$ cat src/rtl/bus_master_arbiter.sv
// Round-robin arbiter that shares one simple-bus master port between NUM_REQ requesters.
// Optional response watchdog enabled by defining BUS_ARB_TIMEOUT_EN.
module bus_master_arbiter #(
   parameter int NUM_REQ        = 2,
   parameter int TIMEOUT_CYCLES = 64
) (
   input  logic                    clk,
   input  logic                    rst_n,
   input  logic [NUM_REQ-1:0]      req_valid,
   input  logic [NUM_REQ-1:0]      req_write,
   input  logic [NUM_REQ*32-1:0]   req_addr,
   input  logic [NUM_REQ*32-1:0]   req_wdata,
   input  logic [NUM_REQ*4-1:0]    req_wstrb,
   output logic [NUM_REQ-1:0]      req_busy,
   output logic [NUM_REQ-1:0]      req_done,
   output logic [NUM_REQ-1:0]      req_err,
   output logic [31:0]             req_rdata,
   output logic                    m_valid,
   output logic                    m_write,
   output logic [31:0]             m_addr,
   output logic [31:0]             m_wdata,
   output logic [3:0]              m_wstrb,
   input  logic                    m_ready,
   input  logic                    m_rvalid,
   input  logic [31:0]             m_rdata
);

   localparam int GW = $clog2(NUM_REQ);

   typedef enum logic [1:0] {
      S_IDLE  = 2'd0,
      S_ISSUE = 2'd1,
      S_WAIT  = 2'd2
   } state_t;

   state_t                   state_q, state_d;
   logic [NUM_REQ-1:0]       pending_q, pending_d;
   logic [GW-1:0]            grant_q, grant_d;
   logic                     bus_write_q, bus_write_d;
   logic [31:0]              bus_addr_q, bus_addr_d;
   logic [31:0]              bus_wdata_q, bus_wdata_d;
   logic [3:0]               bus_wstrb_q, bus_wstrb_d;
   logic [NUM_REQ-1:0]       done_q, done_d;
   logic [31:0]              rdata_q, rdata_d;

   logic [NUM_REQ-1:0]       hold_write_q;
   logic [NUM_REQ-1:0][31:0] hold_addr_q;
   logic [NUM_REQ-1:0][31:0] hold_wdata_q;
   logic [NUM_REQ-1:0][3:0]  hold_wstrb_q;

   logic [NUM_REQ-1:0]       capture;
   logic [NUM_REQ-1:0]       grant_oh;
   logic [GW-1:0]            winner;
   logic                     response;
   logic                     timeout_hit;
   logic                     complete;

   // Round-robin search starting one past the previous grant, wrapping at NUM_REQ.
   function automatic logic [GW-1:0] rr_pick(input logic [NUM_REQ-1:0] pend,
                                             input logic [GW-1:0]      last);
      logic [GW:0]   idx;
      logic [GW-1:0] pick;
      logic          found;
      pick  = '0;
      found = 1'b0;
      for (int k = 1; k <= NUM_REQ; k++) begin
         idx = {1'b0, last} + (GW+1)'(k);
         if (idx >= (GW+1)'(NUM_REQ)) idx = idx - (GW+1)'(NUM_REQ);
         if (!found && pend[idx[GW-1:0]]) begin
            pick  = idx[GW-1:0];
            found = 1'b1;
         end
      end
      return pick;
   endfunction

   always_comb begin
      grant_oh          = '0;
      grant_oh[grant_q] = 1'b1;
   end

   assign winner   = rr_pick(pending_q, grant_q);
   assign req_busy = pending_q | ((state_q != S_IDLE) ? grant_oh : '0);
   assign capture  = req_valid & ~req_busy;

   // Read data is only accepted in WAIT; an rvalid coinciding with m_valid is ignored.
   assign response = bus_write_q ? m_ready : ((state_q == S_WAIT) && m_rvalid);
   assign complete = (state_q != S_IDLE) && (response || timeout_hit);

   always_comb begin
      // NOTE: every signal written here gets its default first, so no path can leave it unassigned and infer a latch.
      state_d     = state_q;
      pending_d   = pending_q | capture;
      grant_d     = grant_q;
      bus_write_d = bus_write_q;
      bus_addr_d  = bus_addr_q;
      bus_wdata_d = bus_wdata_q;
      bus_wstrb_d = bus_wstrb_q;
      done_d      = '0;
      rdata_d     = rdata_q;

      case (state_q)
         S_IDLE: begin
            // Arbitration waits out the req_done cycle, giving IDLE/ISSUE/done per write.
            if ((|pending_q) && (done_q == '0)) begin
               grant_d            = winner;
               pending_d[winner]  = 1'b0;
               bus_write_d        = hold_write_q[winner];
               bus_addr_d         = hold_addr_q[winner];
               bus_wdata_d        = hold_wdata_q[winner];
               bus_wstrb_d        = hold_wstrb_q[winner];
               state_d            = S_ISSUE;
            end
         end
         S_ISSUE, S_WAIT: begin
            if (complete) begin
               state_d          = S_IDLE;
               done_d[grant_q]  = 1'b1;
               if (!bus_write_q) rdata_d = response ? m_rdata : 32'hDEAD_BEEF;
            end else begin
               state_d = S_WAIT;
            end
         end
         default: state_d = S_IDLE;
      endcase
   end

   always_ff @(posedge clk or negedge rst_n) begin
      if (!rst_n) begin
         state_q     <= S_IDLE;
         pending_q   <= '0;
         grant_q     <= GW'(NUM_REQ-1);
         bus_write_q <= 1'b0;
         bus_addr_q  <= '0;
         bus_wdata_q <= '0;
         bus_wstrb_q <= '0;
         done_q      <= '0;
         rdata_q     <= '0;
      end else begin
         // NOTE: state registers use non-blocking assignments so every flop samples pre-edge values.
         state_q     <= state_d;
         pending_q   <= pending_d;
         grant_q     <= grant_d;
         bus_write_q <= bus_write_d;
         bus_addr_q  <= bus_addr_d;
         bus_wdata_q <= bus_wdata_d;
         bus_wstrb_q <= bus_wstrb_d;
         done_q      <= done_d;
         rdata_q     <= rdata_d;
      end
   end

   // NOTE: holding registers are not reset; their contents are only consumed when pending is set.
   always_ff @(posedge clk) begin
      for (int i = 0; i < NUM_REQ; i++) begin
         if (capture[i]) begin
            hold_write_q[i] <= req_write[i];
            hold_addr_q[i]  <= req_addr[32*i +: 32];
            hold_wdata_q[i] <= req_wdata[32*i +: 32];
            hold_wstrb_q[i] <= req_wstrb[4*i +: 4];
         end
      end
   end

`ifdef BUS_ARB_TIMEOUT_EN
   localparam int CW = $clog2(TIMEOUT_CYCLES+1);

   logic [CW-1:0]      cnt_q;
   logic [NUM_REQ-1:0] err_q, err_d;

   // cnt_q holds the number of ISSUE/WAIT cycles already elapsed before this one.
   assign timeout_hit = (cnt_q == CW'(TIMEOUT_CYCLES-1));

   always_comb begin
      err_d = '0;
      if (complete && !response) err_d[grant_q] = 1'b1;
   end

   always_ff @(posedge clk or negedge rst_n) begin
      if (!rst_n) begin
         cnt_q <= '0;
         err_q <= '0;
      end else begin
         cnt_q <= (state_q == S_IDLE) ? '0 : cnt_q + CW'(1);
         err_q <= err_d;
      end
   end

   assign req_err = err_q;
`else
   assign timeout_hit = 1'b0;
   assign req_err     = '0;
`endif

   assign m_valid   = (state_q == S_ISSUE);
   assign m_write   = m_valid & bus_write_q;
   assign m_wstrb   = m_valid ? bus_wstrb_q : 4'h0;
   assign m_addr    = bus_addr_q;
   assign m_wdata   = bus_wdata_q;
   assign req_done  = done_q;
   assign req_rdata = rdata_q;

endmodule

$ cat config.mk
export PLATFORM = sky130hd
export DESIGN_NAME = bus_master_arbiter
export DESIGN_NICKNAME = d
export VERILOG_FILES = /design/src/rtl/bus_master_arbiter.sv
export SDC_FILE = /design/constraint.sdc
export NUM_CORES = 1
export LEC_CHECK = 0
export BUFFER_PORTS_ARGS = -buffer_cell sky130_fd_sc_hd__clkbuf_2
export CAP_MARGIN = 30
export CORE_MARGIN = 3
export CORE_UTILIZATION = 46
export CTS_CLUSTER_DIAMETER = 80
export DETAILED_ROUTE_END_ITERATION = 6
export PLACE_DENSITY = 0.78
export SLEW_MARGIN = 0
export SYNTH_ARGS = -nofsm -noshare
export SYNTH_HDL_FRONTEND = slang
export SYNTH_SLANG_ARGS = --single-unit
$ cat constraint.sdc
create_clock -name clk -period 4.2 [get_ports clk]
set_input_delay 0.63 -clock clk [delete_from_list [all_inputs] [get_ports clk]]
set_output_delay 0.63 -clock clk [all_outputs]
set_load 0.05 [all_outputs]
== After elaboration in Yosys (flattened, before gate mapping) ==
Index checks and enable logic that the tools add are counted.

* Register bits: 246
* Input bits: 176
* Output and inout port bits: 108

* $add $sub $neg: 4
* Order comparisons: 8
* Equal/unequal tests: 3
* Muxes and demuxes: 32
* Bitwise logic cells: 8
* Reduce and logical (&&, ||, !) cells: 14

{| class="wikitable"
|+ Operator list
! cell !! count
|-
| 2-to-1 mux 32 bit || 5
|-
| 2-to-1 mux 1 bit || 14
|-
| 2-to-1 mux 2 bit || 7
|-
| 2-to-1 mux 4 bit || 3
|-
| less-than comparator 1 x 2 -> 1 bit, second input constant || 4
|-
| logical AND 1 bit || 6
|-
| bitwise AND 2 bit || 2
|-
| greater-or-equal comparator 2 bit, second input constant || 2
|-
| zero test 2 bit || 2
|-
| NOT 2 bit || 2
|-
| OR 2 bit || 2
|-
| one-hot mux 2 bit (2 select lines) || 1
|-
| OR reduction 2 bit || 2
|-
| AND reduction 3 bit || 1
|-
| adder 1 x 1 -> 2 bit, second input constant || 1
|-
| adder 1 x 2 -> 2 bit, second input constant || 1
|-
| demux 1 bit (select 1 bit) || 2
|-
| == test 2 x 1 -> 1 bit, second input constant || 1
|-
| == test 2 bit, second input constant || 1
|-
| greater-or-equal comparator 1 bit, second input constant || 2
|-
| inequality test 2 bit, second input constant || 1
|-
| AND reduction 2 bit || 1
|-
| nonzero test 2 bit || 1
|-
| subtractor 1 bit, second input constant || 2
|-
| 3 further kinds || 3
|}

== Depth between registers and ports, before layout ==
* Depth after elaboration: 17
* Depth in mapped cells: 8
* Depth with buffers taken out: 5

== Worst setup path before layout ==
Ideal clock, no wire load.

* Kind: register to register
* Start: register state_q[0]
* End: register hold_addr_q[32] (netlist name), enable pin
* Data arrival time: 4,190 ps
* Setup slack: -486 ps
* Cell stages (with the launch flop): 7
* Buffers on the path: 1
* Clock period less this slack: 4,686 ps
* Path through: dfrtp_1 -> inv_1 -> ha_1 -> buf_4 -> nand2b_1 -> nand2b_1 -> nor2_1

* Longest elaborated chain between the ends: 5

{| class="wikitable"
|+ Ends and longest elaborated chain
! what !! line !! source
|-
| from (decl) || 36 || <nowiki>state_t state_q, state_d;</nowiki>
|-
| from (signal assigned) || 141 || <nowiki>state_q <= state_d;</nowiki>
|-
| nonzero test 2 bit || 83 || <nowiki>assign req_busy = pending_q | ((state_q != S_IDLE) ? grant_oh : '0);</nowiki>
|-
| 2-to-1 mux 2 bit || 83 ||
|-
| OR 2 bit || 83 ||
|-
| net req_busy[1] || 14 || <nowiki>output logic [NUM_REQ-1:0] req_busy,</nowiki>
|-
| NOT 2 bit || 84 || <nowiki>assign capture = req_valid & ~req_busy;</nowiki>
|-
| bitwise AND 2 bit || 84 ||
|-
| net capture[1] || 51 || <nowiki>logic [NUM_REQ-1:0] capture;</nowiki>
|-
| to (signal, indexed assignment) || 158 || <nowiki>hold_addr_q[i] <= req_addr[32*i +: 32];</nowiki>
|-
| to (decl) || 47 || <nowiki>logic [NUM_REQ-1:0][31:0] hold_addr_q;</nowiki>
|}

The timed path passes the listed nets, and every way through them passes these cells.
A chain may end at the register's enable or synchronous reset.

== Final worst setup path ==
* Start: register state_q[0]
* End: output req_busy[0]

* Longest elaborated chain between the ends: 3

{| class="wikitable"
|+ Ends and longest elaborated chain
! what !! line
|-
| nonzero test 2 bit || 83
|-
| 2-to-1 mux 2 bit || 83
|-
| OR 2 bit || 83
|-
| to (decl) || 14
|}

No other way between the ends.

==> out/metrics.csv <==
metric,value,unit
final critical-path share of the clock period,0.660,
nets@finish,1032,
Die Wd,146,um
vias in the first global route,5917,
largest area contributor in the netlist,edfxtp_1,
per-cell routed wire length,18.7,um
WL met3,1.46,mm
uppermost layer routed,met4,
diode count,0,
Routed WL,21.2,mm
area grow syn2layout,28.1,%
outcome,"complete, no violations",
cells after synthesis,575,
internal reg-to-reg setup slack,1.78,ns
met2 routed WL,10.4,mm
Synth top area share,0.460,
utilization after layout,0.609,
Port Buffers,281,
first-pass GRT wire length,32.8,mm
Slew Limit Fails,0,
CP Capture Type,primary output,
worst slew pin tran,0.963,ns
sequential area share after synthesis,0.760,
detailed placement HPWL,13.8,mm
GP Congestion,0.793,
crit-path cells,"inv_1, ha_1, o21bai_1, clkbuf_2",
GRT Util Overall,0.191,
worst hold path type,primary input to async pin,
CTS Buffer Depth,3,
warnings from Yosys,0,
Synth cell types,31,
startpoint types,register,
DRC viols,0,
via/cell ratio,5.23,
RR Endpoint,m_addr[30],
initial antenna violation count,0,
drt first pass iters,5,
number of max-cap violations,0,
"Clk Latency, worst-skew pair",0.51,ns
Root Buffer,clkbuf_16,
syn avg cell area,15.7,um^2
height of the die,146,um
Rel. slew slack,0.358,
# rows,50,
Setup Skew,0.0115,ns
post-route ant nets,0,
setup bufs post-CTS,0,
PwrDens,914,mW/mm^2
"slowest stage cell, crit path",o21bai_1,
cts bufs inserted,25,
clock-pin slew on the worst setup and hold paths,0.06,ns
post-CTS sizing,0,
synthesized flop and latch total,246,
Initial DRC Count,344,
minimum clock period,2.77,ns
worst r2r path cells,6,
CTS Hold Bufs,0,
Max Clock Freq,361,MHz
Vias,5919,
Worst Path Required,3.57,ns
mapped cell area,0.00902,mm^2
worst r2r src,state_q[0],
Pleak,0.00503,uW
Core ar.,0.0190,mm^2
Crit path largest cell delay,0.45,ns
critical path peak fanout,9,
H-tree levels,1,
setup_tns,0,ns
total gr overflow,0,
VDD IR max,0.000544,V
Starting Density,0.476,
io pins,284,
RSZ-0062 raised after global routing,no,
CTS Sinks,246,
Die ar.,0.0213,mm^2
critical path arrival,2.14,ns
Synth area leaders,"edfxtp_1 46%, dfrtp_1 30%, a221o_1 7.7%",
CTS tree,done,
Final Setup Violations,0,
WL met1,8.43,mm
Setup CP Type,register to primary output,
largest net degree at the start of global routing,71,
share of cells above drive strength 1,0.432,
final hold viol count,0,
cells in the mapped netlist (all sizes together):
| master | number |
|---|---|
| o32ai | 1 |
| o32a | 1 |
| a21boi | 1 |
| dfrtp | 107 |
| nand2b | 3 |
| nand3b | 1 |
| edfxtp | 138 |
| a221o | 69 |
| o21a | 2 |
| conb | 1 |
| and2 | 6 |
| a21oi | 1 |
| buf | 28 |
| and3 | 1 |
| o21ai | 1 |
| nand2 | 71 |
| ha | 4 |
| and3b | 1 |
| o21bai | 1 |
| dfstp | 1 |
| nor3 | 72 |
| mux2 | 32 |
| nor3b | 2 |
| nor2 | 5 |
| inv | 6 |
| or3b | 1 |
| nor2b | 1 |
| clkbuf | 17 |
placed cells by master (no fill, tap or decap), types with 2 or more instances in the layout:
cell type | netlist | layout
ha_1 | 4 | 4
and2_1 | 6 | 6
nand2b_1 | 3 | 3
nand2_1 | 71 | 71
dfrtp_1 | 107 | 106
inv_1 | 6 | 6
clkinv_2 | 0 | 4
nor3_1 | 72 | 72
clkbuf_16 | 0 | 26
nor2_4 | 0 | 2
o21a_1 | 2 | 2
nor2_1 | 5 | 3
a221o_1 | 69 | 69
edfxtp_1 | 138 | 138
buf_4 | 3 | 12
mux2_2 | 32 | 32
clkbuf_1 | 17 | 6
clkbuf_2 | 0 | 280
conb_1 | 1 | 2
clkbuf_8 | 0 | 7
per-stage QoR:
stage / hold slack (ns) / instance area (um^2) / total power [uW] / setup slack [ns] / std cells
2_1_floorplan: 0.334 / 9020 / 7230 / 0.679 / 576
3_3_place_gp: 0.458 / 10700 / 8310 / 1.53 / 1083
3_5_place_dp: 0.465 / 10700 / 8450 / 1.79 / 1084
4_1_cts: 0.232 / 11500 / 10700 / 1.45 / 1130
5_1_grt: 0.250 / 11600 / 11100 / 1.38 / 1131
6_report: 0.202 / 11600 / 10600 / 1.43 / 1131
state kept, by name, summed over array words and instances (netlist names):
signal and flops:
bus_write_q 1, bus_wstrb_q 4, grant_q 1, hold_addr_q 64, hold_wdata_q 64, hold_write_q 2
hold_wstrb_q 8, m_addr 32, m_wdata 32, pending_q 2, req_done 2, req_rdata 32
state_q 2
how the worst max path moves through the flow:
stage               start         endpoint  slack [ns]  cells past startpoint
2_1_floorplan  state_q[0]  hold_addr_q[32]        0.68                      6
3_3_place_gp   state_q[0]   bus_wstrb_q[3]        1.53                      6
3_5_place_dp   state_q[0]       m_addr[17]        1.79                      6
4_1_cts        state_q[0]      req_busy[0]        1.45                      4
5_1_grt        state_q[0]      req_busy[0]        1.38                      4
6_report       state_q[0]      req_busy[0]        1.43                      4
routing by layer:
metal	up-vias	GRT usage
met5	-	0
met4	0	0.0748
met3	54	0.0367
met2	280	0.317
met1	2852	0.253
li1	2733	-
logic make-up after synthesis:
logic type                 count (synthesis)  share of synthesized area
adders and majority gates                  4                    0.00555
muxes                                     32                     0.0400
DFF                                      246                      0.760
AOI/OAI and AO/OA                         77                     0.0840
buffers and inverters                     51                     0.0258
other                                      1                   0.000416
and+or+nand+nor                          164                     0.0848
cell type report:
cell class	count	area [um^2]
clock inverter	7	62.6
tap	260	325
inverter	6	22.5
timing repair buffer	294	1540
sequential	246	6850
multi-input combinational	279	1980
clock buffer	39	769
fill	1428	7400
power by group:
part,leakage (uW),internal (uW),switching [uW]
registers,0.00261,3440,420
logic,0.00201,1270,3250
clock network,0.000414,1320,864
critical path, delay by kind of cell, from the launching register on:
| kind | cells | cell delay, ns |
|---|---|---|
| adders and majority gates | 1 | 0.32 |
| AOI/OAI and AO/OA | 1 | 0.45 |
| DFF | 1 | 0.40 |
| buffers and inverters | 2 | 0.47 |
No activity file was read; power rests on OpenSTA's default activity.
